## src/rtl/memory_access_ctrl.sv

```systemverilog
// Memory access controller: accepts a single read/write request, drives the
// memory interface for WAIT_CYCLES+1 cycles and returns a one-cycle ack/err.
module memory_access_ctrl #(
   parameter int              DATA_W      = 8,
   parameter int              ADDR_W      = 8,
   parameter int              WAIT_CYCLES = 2,
   parameter longint unsigned ADDR_MAX    = (64'd1 << ADDR_W) - 64'd1
) (
   input  logic              clk,
   input  logic              rst_n,
   input  logic              req,
   input  logic              we,
   input  logic [ADDR_W-1:0] addr_in,
   input  logic [DATA_W-1:0] wdata,
   output logic [DATA_W-1:0] rdata,
   output logic              ack,
   output logic              err,
   output logic              busy,
   output logic              mem_en,
   output logic              mem_we,
   output logic [ADDR_W-1:0] mem_addr,
   output logic [DATA_W-1:0] mem_wdata,
   input  logic [DATA_W-1:0] mem_rdata
);

   typedef enum logic [1:0] {
      IDLE   = 2'd0,
      ACCESS = 2'd1,
      DONE   = 2'd2
   } state_t;

   localparam logic [3:0] WAIT_LAST = 4'(WAIT_CYCLES);

   state_t     state;
   logic [3:0] cnt;
   logic       we_q;
   logic       in_range;

   assign in_range = (64'(addr_in) <= ADDR_MAX);
   assign busy     = (state != IDLE);

   // NOTE: all state and outputs update with non-blocking assignments so every
   // register sees the pre-edge values of its peers, independent of statement order.
   always_ff @(posedge clk or negedge rst_n) begin
      if (!rst_n) begin
         state     <= IDLE;
         cnt       <= 4'd0;
         we_q      <= 1'b0;
         rdata     <= '0;
         ack       <= 1'b0;
         err       <= 1'b0;
         mem_en    <= 1'b0;
         mem_we    <= 1'b0;
         mem_addr  <= '0;
         mem_wdata <= '0;
      end else begin
         ack <= 1'b0;
         err <= 1'b0;
         case (state)
            IDLE: begin
               if (req) begin
                  we_q <= we;
                  cnt  <= 4'd0;
                  if (in_range) begin
                     state     <= ACCESS;
                     mem_en    <= 1'b1;
                     mem_we    <= we;
                     mem_addr  <= addr_in;
                     mem_wdata <= wdata;
                  end else begin
                     // Out-of-range: skip the memory entirely, report at once.
                     state <= DONE;
                     ack   <= 1'b1;
                     err   <= 1'b1;
                  end
               end
            end
            ACCESS: begin
               if (cnt == WAIT_LAST) begin
                  state  <= DONE;
                  ack    <= 1'b1;
                  mem_en <= 1'b0;
                  mem_we <= 1'b0;
                  if (!we_q) rdata <= mem_rdata;
               end else begin
                  cnt <= cnt + 4'd1;
               end
            end
            DONE: begin
               state <= IDLE;
            end
            default: begin
               state <= IDLE;
            end
         endcase
      end
   end

endmodule

```

## config.mk

```make
export PLATFORM = sky130hd
export DESIGN_NAME = memory_access_ctrl
export DESIGN_NICKNAME = d
export VERILOG_FILES = /design/src/rtl/memory_access_ctrl.sv
export SDC_FILE = /design/constraint.sdc
export NUM_CORES = 1
export LEC_CHECK = 0
export CAP_MARGIN = 30
export CORE_MARGIN = 8
export CORE_UTILIZATION = 40
export CTS_CLUSTER_SIZE = 28
export DETAILED_ROUTE_END_ITERATION = 8
export DONT_BUFFER_PORTS = 1
export MAX_ROUTING_LAYER = met4
export PLACE_DENSITY = 0.54
export SYNTH_ARGS = -nofsm -noshare
export SYNTH_HDL_FRONTEND = slang
export SYNTH_SLANG_ARGS = --single-unit
```

## constraint.sdc

```tcl
create_clock -name clk -period 1.8 [get_ports clk]
set_input_delay 0.18 -clock clk [delete_from_list [all_inputs] [get_ports clk]]
set_output_delay 0.18 -clock clk [all_outputs]
set_load 0.01 [all_outputs]
```

==> results.md, run 1 <==
- Top cell type's share of synthesized area: 61.9%
- Num rows: 21
- Syn Nets: ~160
- Top delay family on crit path: simple AND/OR/NAND/NOR gates
- WP buf/inv: 2
- Vias in the first global route: 1072
- DR vias/cell: between 4 and 5
- CP Data Required Time: ~2000 ps
- First-pass GRT wire length: 5150 µm
- Core Footprint: around 0.0033 mm²
- Drt drc: 0
- Worst Hold Margin: between 200 and 300 ps
- Fmax: between 500 and 600 MHz
- Outcome: finished clean
- Post-route ant nets: 0
- Clock transition at the registers of the reported paths: around 90 ps
- Fin area: roughly 0.0019 mm²
- Final net count: 197
- Top-count cell post-synth: nand2_1
- Vias post-DR: ~1000
- Worst Path Arrival: just under 2000 ps
- Die ar.: between 0.005 and 0.006 mm²
- Max-slew violation count: 0
- Register area: 851 µm²
- Die X: approximately 75 µm
- MaxCap Viol Count: 0
- Initial antenna violation count: 0
- Worst vdd ir: 0.778 mV
- Max incr delay on CP: roughly 410 ps
- Synth warnings: 0
- Wire length per cell: ~16 µm
- RSZ-0062 raised after global routing: true
- Clk_lat worst skew: between 300 and 400 ps
- Final Wtd Congestion: a little under 0.8
- Max Buffers Root-to-Sink: 2
- Sink Count: 34
- Post-synth top area cell: dfrtp_1
- Total CTS buffers: 5
- Final Skew: around 6.2 ps
- Crit path max-delay cell type: dfrtp_1
- Final period util: between 90% and 100%
- Final min period: roughly 1800 ps
- Critical path peak fanout: 4
- PD cells: approximately 1600 mW/mm²
- IO Port Bufs: 0
- Fillers: 302
- Tot GR Track Use: about an eighth
- Initial Util: ~41%
- Startpoint types: register
- Clk root buf: clkbuf_4
- Seq/Total Area, Yosys: 61.9%
- Pin count of the biggest net entering global routing: 35
- Setup crit end kind: register
- Setup-failing EPs final: 0
- Final WL: about 3300 µm
- Synthesized area: 0.00137 mm²
- Synthesis-to-finish area growth: 35.6%
- Share of post-route cells with drive strength above 1: around 18%
- Crit path cell chain: inv_2, ha_4, or3b_4, nor3_4, buf_6, mux2_2
- Post-DP Area: roughly 0.0014 mm²
- Post-synthesis register bit count: 34
- Top post-synthesis cells by area: dfrtp_1, nand2_1, mux2_2
- DR pass1 iterations: 4
- Async S/R FF share, synth: 100%
- EDFF count, synth: 0
- H-tree depth reported by CTS: 2
- Post-synth top cells: nand2_1, dfrtp_1, mux2_2, nand3_1, o21ai_0
- Post-DP HPWL: 2160 µm
- Leak: roughly 0.9 nW
- Final hold viol count: 0
- HP Class: input port to async pin
- Most used DFF post-synth: dfrtp_1
- Synth cell types: 24
- IO Pins: 57
- # diodes: 0
- DR iter-0 viols: 47
- Critical path type: register to register
- Post-synthesis cell count: around 130
- Syn avg cell area: approximately 10 µm²
- Multi-input gate area: about 530 µm²
- Gr ovfl total: 0
- CTS tree: done
- Die H: around 75 µm
==> cell type report <==
cell class                      count  area share, %
Tap cell                           46           3.09
Timing Repair Buffer               34           18.3
Multi-Input combinational cell     90           28.2
Clock buffer                        6           2.75
Sequential cell                    34           45.7
Inverter                            2          0.403
Clock inverter                      1           1.61
==> state kept, by name, summed over array words and instances, names as in the netlist <==
signal     count
ack            1
cnt            4
mem_addr       8
mem_en         1
mem_wdata      8
mem_we         1
rdata          8
state          2
we_q           1
==> cell usage in the layout, fill, tap and decap left out, drive strengths merged, types with 2 or more instances in the layout <==
cell	count
or4	2
o21ai	5
dlygate4sd3	26
nor2	2
nand2	53
mux2	8
nand3	6
or3b	2
buf	8
dfrtp	34
ha	2
inv	2
clkbuf	6
nor3b	2
==> final timing paths <==
| path | depth (start not counted) | end | slack [ps] | start |
|---|---|---|---|---|
| max | 6 | rdata[4]$_DFFE_PN0P_ | 40 | cnt[0]$_DFFE_PN0P_ |
| min | 2 | mem_wdata[4]$_DFFE_PN0P_ | 290 | rst_n |
| max reg2reg | 6 | rdata[4]$_DFFE_PN0P_ | 40 | cnt[0]$_DFFE_PN0P_ |
| min reg2reg | 2 | mem_wdata[5]$_DFFE_PN0P_ | 560 | mem_wdata[5]$_DFFE_PN0P_ |
| max in group asynchronous | 2 | cnt[2]$_DFFE_PN0P_ | 1340 | rst_n |
| min in group clk | 4 | mem_addr[0]$_DFFE_PN0P_ | 320 | req |
==> repair_timing <==
item,4_1_cts,5_1_grt
setup buffers,0,2
setup endpoints to repair,3,8
hold buffers,27,0
gates resized for setup,1,11
hold endpoints to repair,60,0
==> power breakdown <==
group | leakage, nW | internal [W] | switching (W) | total (W)
Combinational | 0.431 | 0.000459 | 0.000458 | 0.000918
Sequential | 0.422 | 0.00111 | 0.000415 | 0.00153
Clock | 0.0443 | 0.000323 | 0.000238 | 0.000561
Total | 0.898 | 0.00189 | 0.00111 | 0.00300
==> layer usage <==
layer	track usage, %	wire (µm)	share of wire [%]
met3	5.39	202	6.1
met4	4.57	41	1.2
met5	-	0	0
met1	12.8	1370	41
met2	22.2	1690	51
==> through the flow <==
step	power (W)	cells	setup TNS, ps	utilization [%]	worst slack [ps]
floorplan	0.00202	132	-186	-	-23.2
global placement	0.00224	177	0	43.5	54.1
detailed placement	0.00228	177	0	43.5	14.1
CTS	0.00292	211	0	54.5	15.6
global route	0.00323	213	-170	56.3	-43.2
finish	0.00300	213	0	56.3	44.9
==> logic make-up (layout without fill, tap and decap cells) <==
| kind of cell | after synthesis | after routing | share of synthesized area, % |
|---|---|---|---|
| buf+inv | 8 | 43 | 2.55 |
| simple gates | 72 | 72 | 24.0 |
| fa+ha+maj | 2 | 2 | 1.82 |
| other cells | 1 | 1 | 0.273 |
| mux | 8 | 8 | 6.56 |
| flops | 34 | 34 | 61.9 |
| compound gates | 7 | 7 | 2.82 |
==> worst reg2reg max path, delay by kind of cell (launching register included) <==
kind	cells	cell delay (ps)
buffers and inverters	2	250
AND/OR/NAND/NOR	2	540
adder cells (fa/ha/maj)	1	130
multiplexers	1	330
flip-flops	1	410
Power figures use the tool's default switching activity.
==> run 2, diff against run 1 <==
Settings changed: CORE_UTILIZATION 40 to 54, PLACE_DENSITY 0.54 to 0.7, REMOVE_ABC_BUFFERS from default to 1, SETUP_SLACK_MARGIN from default to 0.15.
==> run 2 against run 1 <==
  * The run now ends with negative setup slack left
  * Flip-flop and latch count did not move
  * Combinational power rose by 0.7%
  * Sequential share of layout area rose by 1.4 points
  * Sequential power barely moved
  * First-iteration DRC count rose by 60%
  * Critical path type unchanged
==> results.md, run 2 (synthesis results as in run 1) <==
- First-pass GRT wire length: 5750 µm
- DR vias/cell: about 5.5
- Max-slew violation count: 0
- Top routing layer in use: met4
- HP Class: input port to async pin
- Core Footprint: between 0.002 and 0.0025 mm²
- Clock transition at the registers of the reported paths: roughly 100 ps
- Fin area: about 0.0018 mm²
- R2r setup slk: -20 ps
- Pin count of the biggest net entering global routing: 35
- Met2 WL: ~1700 µm
- Final period util: 101%
- Worst Path Arrival: just over 2000 ps
- CTS tree: done
- Final WL: approximately 3500 µm
- RR Endpoint: rdata[1]$_DFFE_PN0P_
- PD cells: 1600 mW/mm²
- Reg2Reg Depth: 6
- Die X: 66.4 µm
- Vias in the first global route: about 1200
- Fmax: roughly 550 MHz
- Outcome: complete, but fails checks
- Regs by FF count: mem_addr: 8 flops, mem_wdata: 8 flops, rdata: 8 flops
- Wire length per cell: about 18 µm
- RSZ-0062 raised after global routing: true
- IO Pins: 57
- Post-route ant nets: 0
- Initial Util: 56.0%
- Most common cell after layout, fill and taps aside: nand2_1
- Final Wtd Congestion: ~0.77
- Total Neg Setup Slack: -63.9 ps
- DR iter-0 viols: 75
- Die ar.: roughly 0.0044 mm²
- Final hold viol count: 0
- Total CTS buffers: 5
- Synthesis-to-finish area growth: 31.7%
- Vias post-DR: about 1100
- Violated checks: negative setup slack
- Final worst setup slack: -18.7 ps
- DR pass1 iterations: 6
- Setup-failing EPs final: 4
- Setup crit end kind: register
- Tot GR Track Use: between 15 and 20%
- Leak: between 0.8 and 0.9 nW
- Gr ovfl total: 0
- Post-DP HPWL: 2150 µm
- Startpoint types: register
- Post-DP Area: 0.00143 mm²
- Critical path peak fanout: 8
- Share of post-route cells with drive strength above 1: between 10% and 20%
- Highest-count cells in the layout ignoring fill and taps: nand2_1, dfrtp_1, dlygate4sd3_1
- Met3 Wirelength: around 390 µm
- Clk_lat worst skew: ~320 ps
- Post-layout util: 73.7%
- Die H: approximately 66 µm
- Final Skew: 4.61 ps
- Clk root buf: clkbuf_4
- Worst vdd ir: between 1 and 1.5 mV
- Initial antenna violation count: 0
- Max incr delay on CP: 420 ps
- Worst Hold Margin: roughly 300 ps
- Max Buffers Root-to-Sink: 2
- R2r startpoint: cnt[0]$_DFFE_PN0P_
- Drt drc: 0
- Sink Count: 34
- H-tree depth reported by CTS: 2
- Final min period: 1820 ps
- Final net count: 195
- CP Data Required Time: roughly 2000 ps
- Crit path cell chain: inv_2, ha_4, or3b_4, nor3_4, buf_12, mux2_2
- Total power: ~0.0029 W
- Crit path max-delay cell type: dfrtp_1
- IO Port Bufs: 0
- Routed length on met1: 1310 µm
- MaxCap Viol Count: 0
- Num rows: 18
- # diodes: 0
- Critical path type: register to register
[run 2: cell types whose count changed in the layout (fill, tap and decap cells not counted), sizes merged]
| cell | previous run | this run |
|---|---|---|
| buf | 8 | 6 |
| bufinv | 1 | 0 |
| clkbuf | 6 | 7 |
| clkinv | 0 | 1 |
[run 2: how the worst max path moves through the flow]
stage / start / to / slack (ps) / cells past startpoint
global route: cnt[0]$_DFFE_PN0P_ / rdata[1]$_DFFE_PN0P_ / -80 / 6
CTS: cnt[0]$_DFFE_PN0P_ / rdata[2]$_DFFE_PN0P_ / 20 / 6
detailed placement: cnt[0]$_DFFE_PN0P_ / rdata[3]$_DFFE_PN0P_ / -50 / 6
finish: cnt[0]$_DFFE_PN0P_ / rdata[1]$_DFFE_PN0P_ / -20 / 6
floorplan: cnt[0]$_DFFE_PN0P_ / rdata[0]$_DFFE_PN0P_ / -9 / 5
global placement: cnt[0]$_DFFE_PN0P_ / rdata[0]$_DFFE_PN0P_ / 50 / 6
[run 2: per-stage QoR]
step                      setup WS (ps)  cells
after global routing              -76.8    196
after floorplan                   -9.05    126
after CTS                          15.6    196
after detailed placement          -54.5    160
after global placement             52.5    160
final                             -18.7    196
[run 2: metal layers]
layer	vias to the layer above	track usage, %
li1	490	-
met1	507	19.4
met2	62	27.4
met3	13	7.12
met4	0	8.27
met5	-	-
[run 2: repair_timing]
action                     4_1_cts  5_1_grt
pin swaps                        0        0
hold buffers                    27        0
setup endpoints to repair        8       13
resized for setup                8        4
hold endpoints to repair        60        0
buffers inserted                 1        0
[run 2: power by group]
part,internal [W],switching (W)
Clock,0.000189,0.000237
Combinational,0.000448,0.000476
Sequential,0.00111,0.000432
[run 2: worst max-delay path: cells and delay by family, from the launching register on]
kind / cells / cell delay [ps]
adder cells (fa/ha/maj): 1 / 140
buffers and inverters: 2 / 260
flip-flops: 1 / 420
multiplexers: 1 / 330
AND/OR/NAND/NOR: 2 / 550
[run 2: layout make-up]
| type | instances | area, µm² |
|---|---|---|
| sequential | 34 | 851 |
| tap | 30 | 37.5 |
| clock inverter | 1 | 5.00 |
| inverter | 2 | 7.51 |
| clock buffer | 7 | 55.1 |
| multi-input combinational | 90 | 523 |
| timing repair buffer | 32 | 330 |
| fill | 163 | 646 |
